**config.mk**
```make
export PLATFORM = sky130hd
export DESIGN_NAME = alu_regfile_psr
export DESIGN_NICKNAME = d
export VERILOG_FILES = /design/src/rtl/alu_regfile_psr.sv
export SDC_FILE = /design/constraint.sdc
export NUM_CORES = 1
export LEC_CHECK = 0
export CAP_MARGIN = 20
export CELL_PAD_IN_SITES_DETAIL_PLACEMENT = 1
export CELL_PAD_IN_SITES_GLOBAL_PLACEMENT = 1
export CORE_ASPECT_RATIO = 0.5
export CORE_MARGIN = 5
export CORE_UTILIZATION = 39
export CTS_BUF_LIST = sky130_fd_sc_hd__clkbuf_4
export CTS_CLUSTER_DIAMETER = 40
export CTS_CLUSTER_SIZE = 24
export DETAILED_ROUTE_END_ITERATION = 6
export PLACE_DENSITY_LB_ADDON = 0.05
export SLEW_MARGIN = 30
export SYNTH_ARGS = -nofsm -noshare
export SYNTH_HDL_FRONTEND = slang
export SYNTH_SLANG_ARGS = --single-unit
export TNS_END_PERCENT = 30
```
**constraint.sdc**
```tcl
create_clock -name clk -period 3.75 [get_ports clk]
set_input_delay 0.75 -clock clk [delete_from_list [all_inputs] [get_ports clk]]
set_output_delay 0.75 -clock clk [all_outputs]
set_load 0.02 [all_outputs]
```
**src/rtl/alu_regfile_psr.sv**
```systemverilog
// alu_regfile_psr: operand-supply and write-back stage around the 16-bit ALU.
// - 16 x 16-bit register file with two combinational read ports (A, B).
// - One-stage write-back register. Reads bypass from this register when it
//   holds the addressed entry.
// - 5-bit PSR (Z C F N L = bits 4..0) with per-bit update mask. The carry
//   bit is fed back to the ALU as Cin.
// Optional build macro ZERO_REG_EN: register 0 reads as zero and is never
// written.
module alu_regfile_psr #(
  parameter int DATA_W = 16,
  parameter int NREGS  = 16,
  parameter int FLAG_W = 5,
  parameter int AW     = $clog2(NREGS)
) (
  input  logic              clk,
  input  logic              rst_n,
  input  logic [AW-1:0]     ra_addr,
  input  logic [AW-1:0]     rb_addr,
  output logic [DATA_W-1:0] a_out,
  output logic [DATA_W-1:0] b_out,
  input  logic              wr_en,
  input  logic [AW-1:0]     wr_addr,
  input  logic [DATA_W-1:0] wr_data,
  input  logic [FLAG_W-1:0] flags_in,
  input  logic [FLAG_W-1:0] flags_mask,
  output logic              cin_out,
  output logic [FLAG_W-1:0] psr_out,
  output logic              wb_busy
);

  localparam int CARRY_BIT = 3;

  logic [DATA_W-1:0] regs_q [NREGS];
  logic [DATA_W-1:0] regs_d [NREGS];
  logic              wb_valid_q, wb_valid_d;
  logic [AW-1:0]     wb_addr_q,  wb_addr_d;
  logic [DATA_W-1:0] wb_data_q,  wb_data_d;
  logic [FLAG_W-1:0] psr_q,      psr_d;
  logic              wr_accept;

  // Decide whether a write request enters the write-back stage.
`ifdef ZERO_REG_EN
  assign wr_accept = wr_en && (wr_addr != '0);
`else
  assign wr_accept = wr_en;
`endif

  // Next state of the write-back stage and the PSR.
  always_comb begin
    // NOTE: every output of a combinational block gets a default first, so no path can leave it unassigned and infer a latch.
    wb_valid_d = wr_accept;
    wb_addr_d  = wb_addr_q;
    wb_data_d  = wb_data_q;
    if (wr_accept) begin
      wb_addr_d = wr_addr;
      wb_data_d = wr_data;
    end
    // Masked bits take the old value. An X on flags_in under a zero mask is
    // ANDed away, so it never reaches the PSR.
    psr_d = (flags_mask & flags_in) | (~flags_mask & psr_q);
  end

  // Commit a pending write-back into the array.
  always_comb begin
    regs_d = regs_q;
    if (wb_valid_q) regs_d[wb_addr_q] = wb_data_q;
  end

  // State register. Reset discards any pending write-back.
  always_ff @(posedge clk or negedge rst_n) begin
    if (!rst_n) begin
      // NOTE: this array is reset because software relies on every register reading zero after reset. Without that need, a memory is left unreset so it can map to RAM.
      for (int i = 0; i < NREGS; i++) regs_q[i] <= '0;
      wb_valid_q <= 1'b0;
      wb_addr_q  <= '0;
      wb_data_q  <= '0;
      psr_q      <= '0;
    end else begin
      // NOTE: state uses non-blocking assignment, so every flop samples pre-edge values and write-back ordering cannot race.
      regs_q     <= regs_d;
      wb_valid_q <= wb_valid_d;
      wb_addr_q  <= wb_addr_d;
      wb_data_q  <= wb_data_d;
      psr_q      <= psr_d;
    end
  end

  // Read port A: bypass from the write-back stage, otherwise read the array.
  always_comb begin
    a_out = regs_q[ra_addr];
    if (wb_valid_q && (wb_addr_q == ra_addr)) a_out = wb_data_q;
`ifdef ZERO_REG_EN
    if (ra_addr == '0) a_out = '0;
`endif
  end

  // Read port B: same priority as port A.
  always_comb begin
    b_out = regs_q[rb_addr];
    if (wb_valid_q && (wb_addr_q == rb_addr)) b_out = wb_data_q;
`ifdef ZERO_REG_EN
    if (rb_addr == '0) b_out = '0;
`endif
  end

  assign cin_out = psr_q[CARRY_BIT];
  assign psr_out = psr_q;
  assign wb_busy = wb_valid_q;

endmodule

```
==> flow_summary_export.csv <==
group,metric,value,unit
status,outcome,"finished clean",
floorplan,io-pin-count,80,
grt,grt_pass1_vias,10400,
detailed_routing,via_count,9092,
setup_path,worstPathMaxFanout,12,
cts,numCtsBuffers,38,
place,hpwl,28900,microns
grt,overflow,0,
synthesis,yosysWarnings,0,
setup_path,endpoint_kind,"primary output",
synthesis,yosys.cell_count.top_type,"dfrtp_1",
synthesis,syn_nets,998,
setup_path,crit_arrival,2890,ps
place,dp_cells,1533,
final_layout,num-nets-final,1086,
cts,clk_latency,740,ps
sta,post-route-period-util,97.1,%
synthesis,ys_seq_area_share,45.9,%
grt,grt_first_pass_wirelength,69900,microns
power_and_ir_drop,p_clk_share,21.2,%
setup_path,ff2ff_path_depth,5,
hold_path,hold_end,"regs_q[22]",
hold_path,min-delay-start,"regs_q[22]",
setup_path,critical_path_required,3000,ps
synthesis,synth_cell_type_count,26,
place,dpl_cell_area,0.0170,sq mm
synthesis,syn_avg_cell_area,16.1,sq um
synthesis,synth_ff_type,"dfrtp_1",
final_layout,design_area,0.0177,sq mm
cts,clockBufferDepth,3,
detailed_routing,drc,0,
cts,clock-root-buffer,"clkbuf_4",
synthesis,synth_common_cells,"dfrtp_1 (282), mux2_2 (274), mux4_2 (128)",
hold_path,hp-class,"reg2reg",
place,port_buffers,79,
cts,clk_pin_slew,110,ps
detailed_routing,vias_per_cell,5.66,
power_and_ir_drop,combPwrFrac,33.6,%
setup_path,r2r-end,"regs_q[93]",
grt,grt_max_degree,91,
sta,fin_skew,54.3,ps
power_and_ir_drop,power.internal,0.00775,W
detailed_routing,wl_met2,20300,microns
floorplan,die_w,291,microns
sta,max_freq,0.275,GHz
detailed_routing,wirelength,45400,microns
detailed_routing,route.met3.wl,2680,microns
power_and_ir_drop,sw_frac_of_total,32.2,%
sta,tightest_slew,951,ps
power_and_ir_drop,power.switching,0.00368,W
floorplan,die_area,0.0437,sq mm
sta,maxSlewViolCount,0,
flow_run,drv_cap,0,
cts,cts_tree,"built",
synthesis,syn_inst,957,
hold_path,holdPathStages,1,
synthesis,synth_area_leaders,"dfrtp_1 (46%), mux2_2 (20%), mux4_2 (19%)",
setup_path,critPathLaunchType,"primary input",
synthesis,yosys.area.top_type_share,45.9,%
place,gp_congestion,0.749,
floorplan,placement_rows,51,
final_layout,drive_gt1_share,52.7,%
detailed_routing,drt_iter0_drc,464,
floorplan,coreArea,0.0389,sq mm
grt,grt_use_total,21.4,%
setup_path,timing.rr.start,"wb_addr_q[1]",
power_and_ir_drop,p_leak,7.49,nW
setup_path,path_class,"in2out",
sta,layout_min_cycle_time,3640,ps
final_layout,area_delta_synth_final,15.3,%
grt,antenna_found_initial,3,
sta,fin_tns_setup,0,ps
floorplan,start_util,39.5,%
power_and_ir_drop,p_seq_share,45.2,%
sta,slew_headroom,36.4,%
cts,htree_levels,2,
detailed_routing,m1WireLength,21400,microns
detailed_routing,top_layer,"met5",
sta,rsz0062_at_grt,"no",
detailed_routing,dr.pass1.iters,4,
synthesis,netlist_area,0.0154,sq mm
sta,hold_violations,0,
power_and_ir_drop,ir_worst_vdd,0.235,mV
synthesis,yosysTopAreaCell,"dfrtp_1",
setup_path,reg2reg_slack,1120,ps
floorplan,dieHeight,150,microns
synthesis,ys_ff_latch,282,
synthesis,synth-async-reset-ratio,100,%
detailed_routing,antenna_left,0,
sta,setup_violations,0,
final_layout,instances_no_fill,1606,
power_and_ir_drop,power_density,646,mW/mm^2
cts,clock-sinks,282,
synthesis,synth_edf_count,0,
detailed_routing,wl_per_cell,28.3,microns
==> registers in the layout, indices dropped and copies added, names as in the netlist, named ones only <==
register and flops:
regs_q 256, wb_data_q 16, wb_addr_q 4, wb_busy 1
==> routing by layer <==
metal | vias to the layer above | track usage [%]
met1 | 4994 | 31.6
met5 | - | 0
met2 | 177 | 33.2
li1 | 3855 | -
met4 | 2 | 4.99
met3 | 64 | 4.13
==> power groups by stage <==
stage          clock network, W  logic [W]  registers, W
3_3_place_gp                  0    0.00392       0.00511
2_1_floorplan                 0    0.00301       0.00481
6_report                0.00242    0.00385       0.00516
5_1_grt                 0.00267    0.00418       0.00533
3_5_place_dp                  0    0.00402       0.00522
4_1_cts                 0.00253    0.00392       0.00515
==> how the worst max path moves through the flow <==
stage	from	end	slack [ps]	cells past startpoint
finish	rb_addr[1]	b_out[8]	110	8
global placement	ra_addr[0]	a_out[10]	-30	8
CTS	wb_addr_q[3]	b_out[15]	30	5
detailed placement	ra_addr[0]	a_out[10]	7	8
floorplan	ra_addr[2]	a_out[0]	820	5
global route	wb_addr_q[1]	b_out[5]	0.06	7
==> per-stage QoR <==
stage / utilization [%] / setup slack, ps / hold WS, ps / total power [W]
finish: 45.5 / 107 / 521 / 0.0114
global placement: 43.7 / -30.5 / 485 / 0.00902
floorplan: - / 816 / 454 / 0.00782
global route: 45.5 / 0.0553 / 540 / 0.0122
CTS: 45.4 / 29.5 / 525 / 0.0116
detailed placement: 43.7 / 7.08 / 497 / 0.00923
==> layout make-up <==
class	instances	area, sq um
Tap cell	530	663
Antenna cell	1	2.50
Clock buffer	45	338
Clock inverter	25	352
Multi-Input combinational cell	575	7740
Timing Repair Buffer	148	1550
Fill cell	3816	21200
Sequential cell	282	7060
==> cells by family after synthesis <==
kind of cell | share of synthesized area, %
muxes | 48.0
DFF | 45.9
buffers and inverters | 3.70
and+or+nand+nor | 1.96
xor gates and xnor gates | 0.456
==> worst max-delay path: stages <==
cell and delay [ps]:
clkdlybuf4s50_1 550, xnor2_1 140, nand2_1 110, nor4_4 300, buf_4 170, buf_12 160
mux2_2 360, dlygate4sd2_1 320
==> placed cells by master (no fill, tap or decap), drive strengths merged, types with 3 or more instances in the layout <==
cell / count
clkbuf: 45
nor2: 6
xor2: 6
bufinv: 7
nand2: 6
inv: 6
mux2: 313
clkinvlp: 4
dfrtp: 282
dlygate4sd2: 26
nand3: 4
nor4: 4
dlymetal6s2s: 3
nor3: 4
clkdlybuf4s15: 3
buf: 75
mux4: 128
clkinv: 8
clkdlybuf4s50: 40
mux2i: 96
==> what timing repair did <==
| item | CTS | global route |
|---|---|---|
| hold buffers | 1 | 0 |
| hold endpoints to repair | 2 | 0 |
| pin swaps | 0 | 1 |
| setup endpoints to repair | 32 | 3 |
| buffers inserted | 0 | 1 |
| resized for setup | 32 | 6 |
Power figures use the tool's default switching activity.
